[src/rtl/sync_reg_reader.sv]
// sync_reg_reader
//   Read-side consumer for a Sync_Reg clock-crossing register. It watches the
//   register's empty flag and data, qualifies each new word over a settle
//   window, and pushes it into a small first-word-fall-through FIFO. Words are
//   delivered downstream on a valid/ready handshake.
//
// Ports
//   clk        read-domain clock
//   rst        synchronous, active-high reset
//   in_data    Sync_Reg r_data
//   in_empty   Sync_Reg r_empty (already in the clk domain)
//   out_data   registered FIFO head word
//   out_valid  FIFO non-empty
//   out_ready  downstream accept; a pop happens on out_valid & out_ready
//   overflow   sticky; a qualified word was dropped because the FIFO was full
//   ovf_clr    clears overflow (a drop in the same cycle wins)
//   glitch     one-cycle pulse; in_empty rose during the settle window
//   rx_count   words accepted into the FIFO, wrapping
//   level      current FIFO occupancy
module sync_reg_reader #(
   parameter int SIZE   = 8,
   parameter int DEPTH  = 4,
   parameter int SETTLE = 2
) (
   input  logic                     clk,
   input  logic                     rst,
   input  logic [SIZE-1:0]          in_data,
   input  logic                     in_empty,
   output logic [SIZE-1:0]          out_data,
   output logic                     out_valid,
   input  logic                     out_ready,
   output logic                     overflow,
   input  logic                     ovf_clr,
   output logic                     glitch,
   output logic [15:0]              rx_count,
   output logic [$clog2(DEPTH):0]   level
);

   localparam int AW = $clog2(DEPTH);
   localparam int LW = AW + 1;
   localparam int CW = $clog2(SETTLE + 1);

   localparam logic [2:0] S_IDLE       = 3'd0;
   localparam logic [2:0] S_ARMED      = 3'd1;
   localparam logic [2:0] S_SETTLE     = 3'd2;
   localparam logic [2:0] S_CAPTURE    = 3'd3;
   localparam logic [2:0] S_WAIT_EMPTY = 3'd4;

   localparam logic [CW-1:0] CNT_LAST = CW'(SETTLE - 1);
   localparam logic [LW-1:0] LVL_FULL = LW'(DEPTH);
   localparam logic [LW-1:0] LVL_ONE  = LW'(1);

   logic [2:0]      state;
   logic [CW-1:0]   cnt;
   logic [SIZE-1:0] mem [DEPTH];
   logic [AW-1:0]   wr_ptr;
   logic [AW-1:0]   rd_ptr;
   logic [AW-1:0]   rd_nxt;

   logic push;
   logic pop;
   logic full;
   logic accept;
   logic drop;

   // The capture edge is the one that would take the settle counter to SETTLE
   // while in_empty is still low; the word is pushed on that same edge.
   always_comb begin
      push   = (state == S_SETTLE) && !in_empty && (cnt == CNT_LAST);
      pop    = out_valid && out_ready;
      full   = (level == LVL_FULL);
      accept = push && (!full || pop);
      drop   = push && full && !pop;
      rd_nxt = rd_ptr + AW'(1);
   end

   assign out_valid = (level != '0);

   // Detection stage: one word per in_empty low period, after a settle window.
   always_ff @(posedge clk) begin
      if (rst) begin
         state  <= S_IDLE;
         cnt    <= '0;
         glitch <= 1'b0;
      end else begin
         glitch <= 1'b0;
         case (state)
            // A low in_empty seen straight out of reset may be stale, so a
            // high level is required before arming.
            S_IDLE: begin
               if (in_empty) state <= S_ARMED;
            end
            S_ARMED: begin
               if (!in_empty) begin
                  state <= S_SETTLE;
                  cnt   <= '0;
               end
            end
            S_SETTLE: begin
               if (in_empty) begin
                  state  <= S_ARMED;
                  glitch <= 1'b1;
               end else if (cnt == CNT_LAST) begin
                  state <= S_CAPTURE;
               end else begin
                  cnt <= cnt + CW'(1);
               end
            end
            S_CAPTURE: begin
               state <= S_WAIT_EMPTY;
            end
            S_WAIT_EMPTY: begin
               if (in_empty) state <= S_ARMED;
            end
            default: state <= S_IDLE;
         endcase
      end
   end

   // FIFO storage stage: data only, no reset needed.
   always_ff @(posedge clk) begin
      if (!rst && accept) mem[wr_ptr] <= in_data;
   end

   // FIFO control stage: pointers, occupancy, head register and status.
   always_ff @(posedge clk) begin
      if (rst) begin
         wr_ptr   <= '0;
         rd_ptr   <= '0;
         level    <= '0;
         overflow <= 1'b0;
         rx_count <= '0;
         out_data <= '0;
      end else begin
         if (accept) begin
            wr_ptr   <= wr_ptr + AW'(1);
            rx_count <= rx_count + 16'd1;
         end
         if (pop) rd_ptr <= rd_nxt;

         case ({accept, pop})
            2'b10:   level <= level + LW'(1);
            2'b01:   level <= level - LW'(1);
            default: level <= level;
         endcase

         // Head register: an incoming word becomes head when the queue is
         // empty or its only word is leaving; otherwise a pop exposes the
         // next stored word (never the slot being written this cycle).
         if (accept && ((level == '0) || (pop && (level == LVL_ONE))))
            out_data <= in_data;
         else if (pop && (level > LVL_ONE))
            out_data <= mem[rd_nxt];

         if (drop)
            overflow <= 1'b1;
         else if (ovf_clr)
            overflow <= 1'b0;
      end
   end

endmodule

[config.mk]
export PLATFORM = sky130hd
export DESIGN_NAME = sync_reg_reader
export DESIGN_NICKNAME = d
export VERILOG_FILES = /design/src/rtl/sync_reg_reader.sv
export SDC_FILE = /design/constraint.sdc
export NUM_CORES = 1
export LEC_CHECK = 0
export ABC_AREA = 1
export BUFFER_PORTS_ARGS = -buffer_cell sky130_fd_sc_hd__buf_4
export CELL_PAD_IN_SITES_DETAIL_PLACEMENT = 0
export CELL_PAD_IN_SITES_GLOBAL_PLACEMENT = 1
export CORE_ASPECT_RATIO = 0.7
export CORE_UTILIZATION = 45
export DETAILED_ROUTE_END_ITERATION = 7
export HOLD_SLACK_MARGIN = 0.15
export PLACE_DENSITY_LB_ADDON = 0.1
export SLEW_MARGIN = 20
export SYNTH_ARGS = -nofsm -noshare
export SYNTH_HDL_FRONTEND = slang
export SYNTH_SLANG_ARGS = --single-unit
[constraint.sdc]
create_clock -name clk -period 3.45 [get_ports clk]
set_input_delay 0.8625 -clock clk [delete_from_list [all_inputs] [get_ports clk]]
set_output_delay 0.8625 -clock clk [all_outputs]
set_load 0.005 [all_outputs]
==> results.sh, run 1 <==
export IMPL_status="finished clean"
export IMPL_grt_use_total_pct=21.35
export IMPL_synth_nets=451
export IMPL_h_tree_depth=3
export IMPL_setup_ws_ns=1.227
export IMPL_port_buffer_count=42
export IMPL_vias=2935
export IMPL_finalCritPeriodShare_pct=64.44
export IMPL_cp_data_required_time_ns=2.59
export IMPL_drtIter0Drc=167
export IMPL_antenna_found_initial=0
export IMPL_grt_max_degree=30
export IMPL_areaGrowthSynthToFinish_pct=17.03
export IMPL_post_cts_resized=0
export IMPL_tritoncts="built"
export IMPL_endpoint_kind="primary output"
export IMPL_r2r_start="level[0]"
export IMPL_fin_skew_ns=0.008031
export IMPL_ir_drop_mv=0.2834
export IMPL_grt_pass1_vias=2466
export IMPL_crit_type="reg -> out"
export IMPL_relSlewSlack_pct=53.62
export IMPL_final_common_cell="nand2_1"
export IMPL_syn_area_um2=3475
export IMPL_synth_seq_cells=70
export IMPL_top_level_ports=43
export IMPL_drt_total_wl_um=8155
export IMPL_r2r_cells=7
export IMPL_startpoint_type="flop"
export IMPL_grt_overflow=0
export IMPL_final_area_um2=4066
export IMPL_ys_flop_type="dfxtp_1"
export IMPL_slew_violations=0
export IMPL_cts_path_max_buffers=2
export IMPL_synthArstFlopShare_pct=0
export IMPL_clock_sinks=70
export IMPL_ant_nets=0
export IMPL_grt_pass1_wl_um=12670
export IMPL_wire_per_inst_um=14.13
export IMPL_total_power_w=0.001808
export IMPL_synth_largest_area_cell="edfxtp_1"
export IMPL_core_area_um2=7385
export IMPL_ys_warn_count=0
export IMPL_fin_crit_ns=2.223
export IMPL_num_rows=26
export IMPL_leakage_nw=1.676
export IMPL_drcViolationCount=0
export IMPL_rsz0062_at_grt="false"
export IMPL_place_congestion=0.8998
export IMPL_max_slew_worst_pin_slew_ns=0.6932
export IMPL_syn_inst=428
export IMPL_arrival_ns=1.36
export IMPL_dieArea_um2=8083
export IMPL_die_h_um=75.52
export IMPL_max_cap_violations=0
export IMPL_fin_nets=497
export IMPL_setup_tns_final_ns=0
export IMPL_viasPerCell=5.087
export IMPL_setup_viol=0
export IMPL_path_cells="inv_1 > ha_1 > nand2_4 > buf_4"
export IMPL_clockRootBuffer="clkbuf_8"
export IMPL_hp_class="reg -> reg"
export IMPL_first_pass_iters=5
export IMPL_r2r_setup_slack_ns=1.29
export IMPL_power_density_nw_per_um2=444.6
export IMPL_clk_latency_ns=0.35
export IMPL_rr_endpoint="mem[0][1]"
export IMPL_synth_area_leaders="edfxtp_1, dfxtp_1, nand2_1"
export IMPL_cp_max_fo=5
export IMPL_yosys_cell_types_count=30
export IMPL_die_x_um=107.0
export IMPL_cts_hold_buf=0
export IMPL_numCtsBuffers=9
export IMPL_layout_common_cells="nand2_1, nor2_1, buf_4"
export IMPL_min_from="overflow"
export IMPL_layout_drive_gt1_share_pct=16.70
export IMPL_slowest_delay_ns=0.41
export IMPL_hold_end="overflow"
export IMPL_synth_seq_area_share_pct=49.55
export IMPL_diodes=0
export IMPL_postCtsSetupBuffers=0
export IMPL_pre_cts_slack_ns=0.8729
export IMPL_max_freq_mhz=449.8
export IMPL_initial_core_util_pct=47.05
export IMPL_yosys_area_top_type_share_pct=27.66
export IMPL_final_hold_viol_count=0
export IMPL_clk_pin_slew_ns=0.07
export IMPL_placed_cell_area_um2=3861
export IMPL_cpMaxStageDelayCell="dfxtp_1"
export IMPL_crit_family="flip-flops"
export IMPL_synth_edf_count=32
export IMPL_synth_avg_cell_area_um2=8.118
export IMPL_critPathBufInv=2
export IMPL_dp_final_hpwl_um=5981
export IMPL_whs_path_depth=2
synth_stat cells, types with 3 or more instances:
library cell  instances
clkinv_1              3
nand3_1              36
xor2_1                4
dfxtp_1              38
buf_6                 3
inv_2                 5
edfxtp_1             32
nand2_4               3
nand4_1               5
nor2_1               47
nand2_1             140
nor3_1                3
a21oi_2               5
o21ai_0              14
ha_1                 10
inv_1                37
nor2_4                5
nand3b_1              5
a21oi_1              17
cell type report:
type,count,area [um^2]
Inverter,45,168.9
Clock inverter,5,73.82
Timing Repair Buffer,43,322.8
Sequential cell,70,1722
Multi-Input combinational cell,305,1525
Tap cell,98,122.6
Clock buffer,11,131.4
Fill cell,722,3318
worst register-to-register path, delay by kind of cell, from the launching register on:
kind          cells  cell delay [ns]
flops             1             0.41
buf+inv           1             0.12
simple gates      5             1.02
fa+ha+maj         1             0.26
registers in the layout, summed over array words and instances (netlist names), 2 cells and up:
name	flops
cnt	2
level	3
mem	32
out_data	8
rd_ptr	2
rx_count	16
state	3
wr_ptr	2
kinds of logic after synthesis:
logic type	after synthesis	synth area share, %
XOR/XNOR	5	1.260
flip-flops	70	49.55
adder cells (fa/ha/maj)	10	3.601
AO/OA/AOI/OAI	39	6.302
buffers and inverters	53	6.554
AND/OR/NAND/NOR	251	32.73
power by group:
group / internal, W / total [W] / switching (W)
Sequential: 0.000889 / 0.000910 / 0.0000217
Clock: 0.000403 / 0.000703 / 0.000300
Combinational: 0.0000683 / 0.000195 / 0.000127
per-layer routing:
layer	global-route usage (%)	vias to the layer above	wire length (um)
met1	32.56	1350	4210
li1	-	1481	-
met3	5.817	9	619
met2	29.03	95	3237
met4	6.393	0	87
met5	0	-	0
metrics by stage:
step	std cells	util, %	hold WS, ns
2_1_floorplan	428	-	0.4596
3_3_place_gp	561	52.29	0.4613
3_5_place_dp	561	52.29	0.4608
4_1_cts	577	55.07	0.4716
5_1_grt	577	55.07	0.5093
6_report	577	55.07	0.4665
how the worst max path moves through the flow:
stage          slack [ns]  startpoint   endpoint  cells after the start
5_1_grt              1.11    level[0]  out_valid                      4
6_report             1.23    level[0]  out_valid                      4
3_5_place_dp         0.87         rst  mem[0][5]                      4
3_3_place_gp         0.97         rst  mem[1][3]                      4
4_1_cts              1.20    level[0]  out_valid                      4
2_1_floorplan        1.21    in_empty  mem[0][0]                      6
No activity file was read; power rests on OpenSTA's default activity.
==> run 2: changes to the inputs <==
--- a/config.mk
+++ b/config.mk
@@ -10,7 +10,7 @@
 export CELL_PAD_IN_SITES_DETAIL_PLACEMENT = 0
 export CELL_PAD_IN_SITES_GLOBAL_PLACEMENT = 1
 export CORE_ASPECT_RATIO = 0.7
-export CORE_UTILIZATION = 45
+export CORE_UTILIZATION = 43
 export DETAILED_ROUTE_END_ITERATION = 7
 export HOLD_SLACK_MARGIN = 0.15
 export PLACE_DENSITY_LB_ADDON = 0.1
==> constraint.sdc (replaced) <==
create_clock -name clk -period 2.2 [get_ports clk]
set_input_delay 0.55 -clock clk [delete_from_list [all_inputs] [get_ports clk]]
set_output_delay 0.55 -clock clk [all_outputs]
set_load 0.005 [all_outputs]
==> run 2 against run 1 <==
  * Sequential power grew 57%
  * Combinational power grew 58%
  * Die area grew 4.5%
  * Sequential share of layout area shrank 1.9 points
  * Register-to-register slack lost 0.98 ns
  * Largest power group is now the clock network
==> results.sh, run 2 (synthesis gave the netlist of run 1 again) <==
export IMPL_post_cts_resized=0
export IMPL_clockRootBuffer="clkbuf_16"
export IMPL_grt_pass1_wl_um=13920
export IMPL_drcViolationCount=0
export IMPL_setup_viol=0
export IMPL_die_h_um=77.21
export IMPL_fin_crit_ns=1.894
export IMPL_min_from="in_data[3]"
export IMPL_r2r_start="level[0]"
export IMPL_regMostFlops="mem"
export IMPL_num_rows=27
export IMPL_top_regs="mem x32, rx_count x16, out_data x8"
export IMPL_setup_tns_final_ns=0
export IMPL_slowest_delay_ns=0.40
export IMPL_antenna_found_initial=0
export IMPL_first_pass_iters=5
export IMPL_diodes=0
export IMPL_final_common_cell="nand2_1"
export IMPL_cts_hold_buf=0
export IMPL_status="finished clean"
export IMPL_endpoint_kind="primary output"
export IMPL_hold_end="mem[3][3]"
export IMPL_met1_usage_pct=34.05
export IMPL_rsz0062_at_grt="false"
export IMPL_hp_class="in -> reg"
export IMPL_vias=2919
export IMPL_slew_violations=0
export IMPL_grt_max_degree=25
export IMPL_final_hold_viol_count=0
export IMPL_h_tree_depth=3
export IMPL_cp_data_required_time_ns=1.65
export IMPL_initial_core_util_pct=44.33
export IMPL_fin_nets=503
export IMPL_r2r_cells=9
export IMPL_finalCritPeriodShare_pct=86.09
export IMPL_power_density_nw_per_um2=801.6
export IMPL_grtUsageMet3_pct=7.143
export IMPL_path_cells="inv_1 > ha_1 > nand2_4 > buf_4"
export IMPL_utilization_pct=54.29
export IMPL_layout_common_cells="nand2_1, buf_4, nor2_1"
export IMPL_rr_endpoint="rx_count[8]"
export IMPL_tritoncts="built"
export IMPL_ant_nets=0
export IMPL_postCtsSetupBuffers=0
export IMPL_fin_skew_ns=0.006506
export IMPL_grt_pass1_vias=2691
export IMPL_relSlewSlack_pct=75.97
export IMPL_arrival_ns=1.34
export IMPL_ir_drop_mv=0.4699
export IMPL_clk_latency_ns=0.34
export IMPL_cp_max_fo=5
export IMPL_max_freq_mhz=528.0
export IMPL_grt_use_total_pct=22.37
export IMPL_largest_register_ffs=32
export IMPL_clock_sinks=70
export IMPL_cts_path_max_buffers=2
export IMPL_place_congestion=0.8301
export IMPL_max_cap_violations=0
export IMPL_whs_path_depth=1
export IMPL_dieArea_um2=8450
export IMPL_r2r_setup_slack_ns=0.31
export IMPL_cpMaxStageDelayCell="dfxtp_1"
export IMPL_viasPerCell=4.981
export IMPL_crit_type="reg -> out"
export IMPL_drt_total_wl_um=8374
export IMPL_drtIter0Drc=153
export IMPL_wire_per_inst_um=14.29
export IMPL_dp_final_hpwl_um=6183
export IMPL_final_cells=586
export IMPL_port_buffer_count=42
export IMPL_leakage_nw=1.770
export IMPL_dp_cells=570
export IMPL_pre_cts_slack_ns=0.2908
export IMPL_layout_drive_gt1_share_pct=18.14
export IMPL_setup_ws_ns=0.3061
export IMPL_globalRouteMet2Util_pct=28.99
export IMPL_grt_overflow=0
export IMPL_areaGrowthSynthToFinish_pct=22.47
export IMPL_core_area_um2=7838
export IMPL_top_level_ports=43
export IMPL_numCtsBuffers=9
export IMPL_max_slew_worst_pin_slew_ns=0.3567
export IMPL_grt_busiest_layer="met1"
export IMPL_clk_pin_slew_ns=0.06
export IMPL_startpoint_type="flop"
export IMPL_die_x_um=109.4
==> run 2: cell type report <==
type / count / area (um^2)
Timing Repair Buffer: 49 / 367.9
Sequential cell: 70 / 1722
Clock inverter: 7 / 120.1
Tap cell: 101 / 126.4
Multi-Input combinational cell: 305 / 1525
Inverter: 45 / 168.9
Clock buffer: 9 / 225.2
Fill cell: 786 / 3582
==> run 2: worst max-delay path by stage <==
stage	from	end	slack [ns]
2_1_floorplan	level[0]	mem[0][0]	0.17
3_3_place_gp	in_empty	mem[3][7]	0.32
3_5_place_dp	in_empty	rx_count[6]	0.29
4_1_cts	level[0]	out_valid	0.28
5_1_grt	level[0]	rx_count[8]	0.08
6_report	level[0]	out_valid	0.31
==> run 2: power breakdown <==
| group | total (W) | switching [W] | internal [W] |
|---|---|---|---|
| logic | 0.000309 | 0.000199 | 0.000111 |
| clock network | 0.00167 | 0.000561 | 0.00111 |
| registers | 0.00143 | 0.0000329 | 0.00139 |
| total | 0.00341 | 0.000793 | 0.00262 |
==> run 2: metal layers <==
metal | wire [um] | vias up
li1 | - | 1500
met1 | 4441 | 1328
met2 | 3296 | 82
met3 | 560 | 9
met4 | 75 | 0
met5 | 0 | -
==> run 2: stage by stage <==
stage / instance area [um^2] / total power (W) / hold WS (ns)
final: 4255 / 0.003411 / 0.4414
after CTS: 4255 / 0.003457 / 0.4268
after global placement: 3910 / 0.001761 / 0.4576
after detailed placement: 3910 / 0.001763 / 0.4577
after floorplan: 3475 / 0.001663 / 0.4596
after global routing: 4255 / 0.003548 / 0.4295
==> run 2: critical path, delay by kind of cell (launching register included) <==
kind	cells	cell delay, ns
fa+ha+maj	1	0.26
buf+inv	2	0.24
flops	1	0.40
simple gates	1	0.12
